--- config.mk ---
export PLATFORM = sky130hd
export DESIGN_NAME = piso_handshake_wrapped
export DESIGN_NICKNAME = d
export VERILOG_FILES = /design/src/rtl/piso_handshake_wrapped.sv
export SDC_FILE = /design/constraint.sdc
export NUM_CORES = 1
export LEC_CHECK = 0
export BUFFER_PORTS_ARGS = -buffer_cell sky130_fd_sc_hd__buf_2
export CORE_AREA = 2 2 39 41
export CTS_CLUSTER_SIZE = 30
export DETAILED_ROUTE_END_ITERATION = 8
export DIE_AREA = 0 0 41 43
export GPL_TIMING_DRIVEN = 0
export PLACE_DENSITY = 0.55
export RECOVER_POWER = 25
export SLEW_MARGIN = 15
export SYNTH_ARGS = -nofsm -noshare
export SYNTH_HDL_FRONTEND = slang
export SYNTH_SLANG_ARGS = --single-unit
export TNS_END_PERCENT = 1
--- constraint.sdc ---
create_clock -name CLK -period 1.8 [get_ports CLK]
set_input_delay 0.27 -clock CLK [delete_from_list [all_inputs] [get_ports CLK]]
set_output_delay 0.27 -clock CLK [all_outputs]
set_load 0.1 [all_outputs]
--- src/rtl/piso_handshake_wrapped.sv ---
// piso_handshake_wrapped
//   Parallel-in / serial-out converter. A WIDTH-bit word is taken over a
//   valid/ready handshake and emitted LSB first, one bit per accepted beat,
//   on a serial valid/ready stream with a last-beat marker.
//
// Parameters
//   WIDTH  data word width in bits (>= 1)
//   INIT   reset value of the shift register (drives O while in reset/idle)
//
// Ports
//   CLK          rising-edge clock
//   ASYNCRESETN  asynchronous active-low reset, release sampled on CLK
//   I            parallel word to load
//   I_valid      upstream word valid
//   I_ready      block can accept a word (high only in IDLE)
//   O            current serial bit
//   O_valid      O holds a valid beat
//   O_last       current beat is the final beat of the word
//   O_ready      downstream accepts the beat
//
// Optional feature (macro PISO_PARITY_EN)
//   When defined, an even-parity bit of the loaded word is captured at load
//   time and sent as one extra beat after the data, carrying O_last.
//   When undefined, no parity register exists and O_last marks data bit
//   WIDTH-1.

module piso_handshake_wrapped #(
  parameter int unsigned       WIDTH = 4,
  parameter logic [WIDTH-1:0]  INIT  = '0
) (
  input  logic             CLK,
  input  logic             ASYNCRESETN,
  input  logic [WIDTH-1:0] I,
  input  logic             I_valid,
  output logic             I_ready,
  output logic             O,
  output logic             O_valid,
  output logic             O_last,
  input  logic             O_ready
);

`ifdef PISO_PARITY_EN
  localparam int unsigned NBEATS = WIDTH + 1;
`else
  localparam int unsigned NBEATS = WIDTH;
`endif

  localparam int unsigned    CW       = $clog2(NBEATS + 1);
  localparam logic [CW-1:0]  LAST_CNT = CW'(NBEATS - 1);

  typedef enum logic {
    IDLE  = 1'b0,
    SHIFT = 1'b1
  } state_t;

  state_t           state_reg, state_next;
  logic [WIDTH-1:0] shreg_reg, shreg_next;
  logic [CW-1:0]    cnt_reg, cnt_next;
  logic             beat_taken;
  logic             at_last;

`ifdef PISO_PARITY_EN
  // Counter value of the parity beat (the beat after the last data bit).
  localparam logic [CW-1:0] PAR_CNT = CW'(WIDTH);
  logic par_reg, par_next;
`endif

  // State registers; reset is asynchronous so outputs drop immediately.
  always_ff @(posedge CLK or negedge ASYNCRESETN) begin
    if (!ASYNCRESETN) begin
      state_reg <= IDLE;
      shreg_reg <= INIT;
      cnt_reg   <= '0;
`ifdef PISO_PARITY_EN
      par_reg   <= 1'b0;
`endif
    end else begin
      state_reg <= state_next;
      shreg_reg <= shreg_next;
      cnt_reg   <= cnt_next;
`ifdef PISO_PARITY_EN
      par_reg   <= par_next;
`endif
    end
  end

  // Next-state and output logic. Outputs depend only on registered state,
  // so neither I_valid nor O_ready reach any output combinationally.
  always_comb begin
    state_next = state_reg;
    shreg_next = shreg_reg;
    cnt_next   = cnt_reg;
`ifdef PISO_PARITY_EN
    par_next   = par_reg;
`endif

    at_last    = (cnt_reg == LAST_CNT);
    I_ready    = (state_reg == IDLE);
    O_valid    = (state_reg == SHIFT);
    O_last     = (state_reg == SHIFT) && at_last;
`ifdef PISO_PARITY_EN
    O          = ((state_reg == SHIFT) && (cnt_reg == PAR_CNT)) ? par_reg
                                                                 : shreg_reg[0];
`else
    O          = shreg_reg[0];
`endif
    beat_taken = O_valid && O_ready;

    case (state_reg)
      IDLE: begin
        if (I_valid) begin
          shreg_next = I;
          cnt_next   = '0;
`ifdef PISO_PARITY_EN
          par_next   = ^I;
`endif
          state_next = SHIFT;
        end
      end
      SHIFT: begin
        if (beat_taken) begin
          shreg_next = shreg_reg >> 1;
          if (at_last) begin
            // Counter is left at its last value; it is cleared on the
            // next load, so it never wraps past NBEATS-1.
            state_next = IDLE;
          end else begin
            cnt_next = cnt_reg + 1'b1;
          end
        end
      end
      default: state_next = IDLE;
    endcase
  end

endmodule

# Word-level counts from Yosys, hierarchy flattened
# Cells that the tools add are included.
# word_totals
elab_cells	24
regBits	8
# classes
bitwise_logic	1
n_mux	11
n_eq_ne	4
reduce_logical	4
addsub	1
# ops
op	count
3-bit two-way mux	3
4-bit two-way mux	2
4-bit one-hot mux with 2 select lines	1
3-bit one-hot mux with 2 select lines	1
2-bit inequality test (second input constant)	2
3-bit by 1-bit adder with 3-bit output (second input constant)	1
3-bit by 2-bit == test with 1-bit output (second input constant)	1
1-bit two-way mux	3
3-bit AND reduction	1
1-bit logical AND	2
2-bit by 1-bit inequality test with 1-bit output (second input constant)	1
1-bit one-hot mux with 2 select lines	1
2-bit AND reduction	1
1-bit NOT	1

# Logic depth before layout (Yosys ltp)
# depth
ltp_word	4
ltp_mapped	4
mapped_depth_nobuf	4

# Worst setup path before layout
# No wires, ideal clock.
# synth_timing
path_kind	register to output
startpoint	register state_reg, in the netlist O_valid
endpoint	output O_last
path_stages_with_launch	3
path_slack_ns	-0.057
required_time_ns	1.530
t_arrival_ns	1.587
cell_sequence	dfrtp_1 > buf_6 > and2_4
# synth_via
elab_chain_cells	1
# synth_lines
item	line_no	source
start, declared	56	state_t state_reg, state_next;
start signal, assigned	78	state_reg <= state_next;
1-bit logical AND	100	O_last = (state_reg == SHIFT) && at_last;
end, declared	38	output logic O_last,
# Every way passes these cells.

# Worst setup path in the final report
# layout_timing
startpoint	register cnt_reg[0]
endpoint	output O_last
# layout_via
elab_chain_cells	2
# layout_lines
item	line_no	source
start, declared	58	logic [CW-1:0] cnt_reg, cnt_next;
start signal, assigned	80	cnt_reg <= cnt_next;
3-bit by 2-bit == test with 1-bit output	97	at_last = (cnt_reg == LAST_CNT);
1-bit logical AND	100	
# Every way passes these cells.

==> metrics.log <==
INFO  metric insertedDiodeCount = 0
INFO  metric root_buffer = sky130_fd_sc_hd__clkbuf_4
INFO  metric fraction_of_final_layout_cells_with_drive_strength_greater_than_1 = 0.357
INFO  metric drtPass1Iterations = 2
INFO  metric hold_path_depth = 2
INFO  metric post_synth_fa_ha_maj_area_fraction = 0.0500
INFO  metric p_leak = ~0.32 nW
INFO  metric die_height = roughly 43 um
INFO  metric clk-insertion-delay-late = around 250 ps
INFO  metric synth-main-ff-cell = sky130_fd_sc_hd__dfrtp_1
INFO  metric synth_simple_gate_area_frac = 0.178
INFO  metric cts.sinks = 8
INFO  metric number_of_global_route_vias_before_repair = between 300 and 400
INFO  metric rsz0062_at_grt = false
INFO  metric gp_congestion = 0.646
INFO  metric placement_row_count = 14
INFO  metric status = finished, final reports clean
INFO  metric routed-via-count = 359
INFO  metric ant_nets = 0
INFO  metric global_route.overflow_total = 0
INFO  metric synthesis.yosys.warnings = 0
INFO  metric cts_post_setup_buffers_inserted = 0
INFO  metric syn2layout_area_growth = 21.5%
INFO  metric yosysTopAreaCell = sky130_fd_sc_hd__dfrtp_1
INFO  metric worst_r2r_endpoint = cnt_reg[0]
INFO  metric irDropWorstVdd = 0.794 mV
INFO  metric final-hold-violation-count = 0
INFO  metric critical_path.startpoint_type = register
INFO  metric synth_xor_xnor_area_share = 0
INFO  metric critical_path.endpoint_type = primary output
INFO  metric largest_register_ff_count = 4
INFO  metric grt_overall_usage = 0.142
INFO  metric remaining_drc_errors = 0
INFO  metric critPathKind = reg -> out
INFO  metric setup_total_negative_slack = 0 ps
INFO  metric cpPeakStageDelay = around 410 ps
INFO  metric detailedPlacementHpwl = ~690 um
INFO  metric number_of_distinct_standard_cells_referenced_by_the_synthesized_netlist = 19
INFO  metric floorplan.initialDensity = 0.362
INFO  metric ctsHtreeMaxLevel = 1
INFO  metric core_area = 0.00138 mm^2
INFO  metric timing.critical_path.required = roughly 1500 ps
INFO  metric seq_power_share = 0.310
INFO  metric fin_crit = between 1500 and 2000 ps
INFO  metric final_critical_path_setup_slack = between 70 and 80 ps
INFO  metric maxSlewHeadroom = 0.679
INFO  metric final-setup-viol-count = 0
INFO  metric largest_net_degree_at_the_start_of_global_routing = 11
INFO  metric dpl_worst_slack = between 150 and 200 ps
INFO  metric pwr_density_cell = ~1700 mW/mm^2
INFO  metric dominant_combinational_cell_family_by_area_after_synthesis = multiplexers
INFO  metric timing.final.max_slew_violations = 0
INFO  metric die_area = 0.00176 mm^2
INFO  metric ys_ff_latch = 8
INFO  metric synth_edf_count = 0
INFO  metric finalClockSkew = about 2.1 ps
INFO  metric critical-path-slowest-cell = sky130_fd_sc_hd__dfrtp_1
INFO  metric whs_endpoint = shreg_reg[3]
INFO  metric max_clock_freq = 579 MHz
INFO  metric avgRoutedWirePerCell = between 10 and 15 um
INFO  metric p_int = 526 uW
INFO  metric dr.first_iter.drc_count = 2
INFO  metric area_fraction_in_compound_gates_after_synthesis = 0.0975
INFO  metric cts_buffers = 3
INFO  metric grt_first_pass_wirelength = ~1.6 mm
INFO  metric placement.io_buffers = 9
INFO  metric max_cap_viol_count = 0
INFO  metric combPwrFrac = 0.543
INFO  metric io_pins = 12
INFO  metric async_flop_share = 1.00
INFO  metric hold_class = in -> reg
INFO  metric tritoncts = done
INFO  metric ys_seq_area_frac = 0.400
INFO  metric fraction_of_the_cycle_the_final_worst_path_needs = 0.959
INFO  metric die-width = approximately 41 um
INFO  metric path_clk_slew = roughly 60 ps
INFO  metric routed_wl = approximately 950 um
INFO  metric post_synth_inst_count = 42
INFO  metric arrival = 1460 ps
INFO  metric critical_path.reg2reg.startpoint = cnt_reg[0]
INFO  metric cp_cell_sequence = ha_1 > ha_1 > and2_4 > buf_6
INFO  metric synth_top_area_share = 0.400
INFO  metric crit_top_cell = sky130_fd_sc_hd__ha_1
INFO  metric netSwitchingPower = ~490 uW
INFO  metric nNetsFinal = 67
INFO  metric min-delay-start = I[3]
INFO  metric crit_fanout = 5
INFO  metric syn_area = 500 um^2
INFO  metric postSynthNetCount = 52
INFO  metric share_of_synthesized_area_spent_on_multiplexers = 0.200
INFO  metric clkPwrFrac = 0.147
INFO  metric antenna_found_initial = 0
INFO  metric drt-vias-per-instance = roughly 5.0
INFO  metric switching_share = 0.480
INFO  metric worstRegToRegCells = 4
INFO  metric r2r_setup_slack = about 390 ps
INFO  metric register_area = between 200 and 250 um^2
INFO  metric avgSynthCellArea = roughly 12 um^2
INFO  metric fillCellCount = between 100 and 150
INFO  metric ctsLongestPathBuffers = 2
INFO  metric multi_input_area = roughly 260 um^2
INFO  metric max_slew.worst_pin.slew = about 480 ps
INFO  metric yosys-top-cells-area = sky130_fd_sc_hd__dfrtp_1, sky130_fd_sc_hd__mux2i_1, sky130_fd_sc_hd__ha_1, sky130_fd_sc_hd__o211ai_2, sky130_fd_sc_hd__buf_6
-- cells in the mapped netlist, types with 2 or more instances --
cell type / instances
sky130_fd_sc_hd__mux2i_1: 10
sky130_fd_sc_hd__dfrtp_1: 8
sky130_fd_sc_hd__nand2_1: 3
sky130_fd_sc_hd__buf_6: 2
sky130_fd_sc_hd__ha_1: 2
sky130_fd_sc_hd__nand4bb_1: 2
sky130_fd_sc_hd__o211ai_2: 2
sky130_fd_sc_hd__or3b_1: 2
-- cell families after synthesis --
group                      Yosys count
DFF                                  8
adders and majority gates            2
buffers and inverters                5
muxes                               10
AOI/OAI and AO/OA                    5
and+or+nand+nor                     12
-- area by class of cell --
cell class | count | share of cell area
buffer | 3 | 0.0453
clock buffer | 4 | 0.0432
inverter | 2 | 0.0165
multi-input combinational | 29 | 0.432
sequential | 8 | 0.331
tap | 16 | 0.0329
timing repair buffer | 10 | 0.0988
-- through the flow --
| stage | hold WS (ps) | instance area [um^2] | utilization | cells | total power, mW |
|---|---|---|---|---|---|
| final | 272 | 608 | 0.439 | 72 | 1.01 |
| after global routing | 272 | 608 | 0.439 | 72 | 1.09 |
| after CTS | 265 | 606 | 0.438 | 72 | 1.02 |
| after detailed placement | 130 | 567 | 0.410 | 67 | 0.862 |
| after global placement | 129 | 567 | 0.410 | 67 | 0.858 |
| after floorplan | -25.6 | 502 | - | 42 | 0.770 |
-- repair_timing --
item | in CTS | in global routing
pin swaps | 0 | 0
hold buffers | 1 | 0
resized for setup | 1 | 1
endpoints found under the setup margin | 1 | 1
endpoints found under the hold margin | 8 | 0
-- routing by layer --
layer  global-route usage  up-vias  part of all wire
li1                     -      184                 -
met1                0.194      166              0.47
met2                0.191        9              0.47
met3               0.0471        0             0.048
met4               0.0800        0                 0
met5                    0        -                 0
-- placed cells by master (no fill, tap or decap) --
| cell | netlist | layout |
|---|---|---|
| sky130_fd_sc_hd__nand4b_1 | 1 | 1 |
| sky130_fd_sc_hd__ha_1 | 2 | 2 |
| sky130_fd_sc_hd__inv_4 | 1 | 1 |
| sky130_fd_sc_hd__dfrtp_2 | 0 | 1 |
| sky130_fd_sc_hd__and2b_1 | 1 | 1 |
| sky130_fd_sc_hd__o211ai_2 | 2 | 2 |
| sky130_fd_sc_hd__a21oi_1 | 1 | 1 |
| sky130_fd_sc_hd__dfrtp_1 | 8 | 7 |
| sky130_fd_sc_hd__nand4bb_1 | 2 | 2 |
| sky130_fd_sc_hd__and2_4 | 1 | 1 |
| sky130_fd_sc_hd__nand2b_2 | 1 | 1 |
| sky130_fd_sc_hd__o221ai_1 | 1 | 1 |
| sky130_fd_sc_hd__buf_6 | 2 | 3 |
| sky130_fd_sc_hd__dlygate4sd3_1 | 0 | 1 |
| sky130_fd_sc_hd__clkbuf_4 | 0 | 3 |
| sky130_fd_sc_hd__clkbuf_1 | 0 | 2 |
| sky130_fd_sc_hd__inv_1 | 1 | 1 |
| sky130_fd_sc_hd__or3b_1 | 2 | 2 |
| sky130_fd_sc_hd__nand2_1 | 3 | 3 |
| sky130_fd_sc_hd__buf_2 | 1 | 8 |
| sky130_fd_sc_hd__nor2_1 | 1 | 1 |
| sky130_fd_sc_hd__a32o_1 | 1 | 1 |
| sky130_fd_sc_hd__mux2i_1 | 10 | 10 |
-- worst max path at each step --
stage / from / to / slack [ps] / cells after the start
after floorplan: O_valid / O_last / 260 / 2
after global placement: cnt_reg[0] / O_last / 190 / 4
after detailed placement: cnt_reg[0] / O_last / 200 / 4
after CTS: cnt_reg[0] / O_last / 20 / 4
after global routing: cnt_reg[0] / O_last / 6 / 4
final: cnt_reg[0] / O_last / 70 / 4
-- power by group through the flow --
stage,registers [mW],logic (mW),clock network (mW)
after global placement,0.319,0.539,0
after global routing,0.326,0.596,0.171
after detailed placement,0.318,0.544,0
final,0.314,0.549,0.149
after floorplan,0.413,0.358,0
after CTS,0.314,0.551,0.159
-- worst max-delay path, delay by kind of cell (launching register included) --
kind | cells | cell delay [ps]
fa+ha+maj | 2 | 430
buf+inv | 1 | 180
flops | 1 | 410
simple gates | 1 | 180
(Power assumes the default switching activity.)
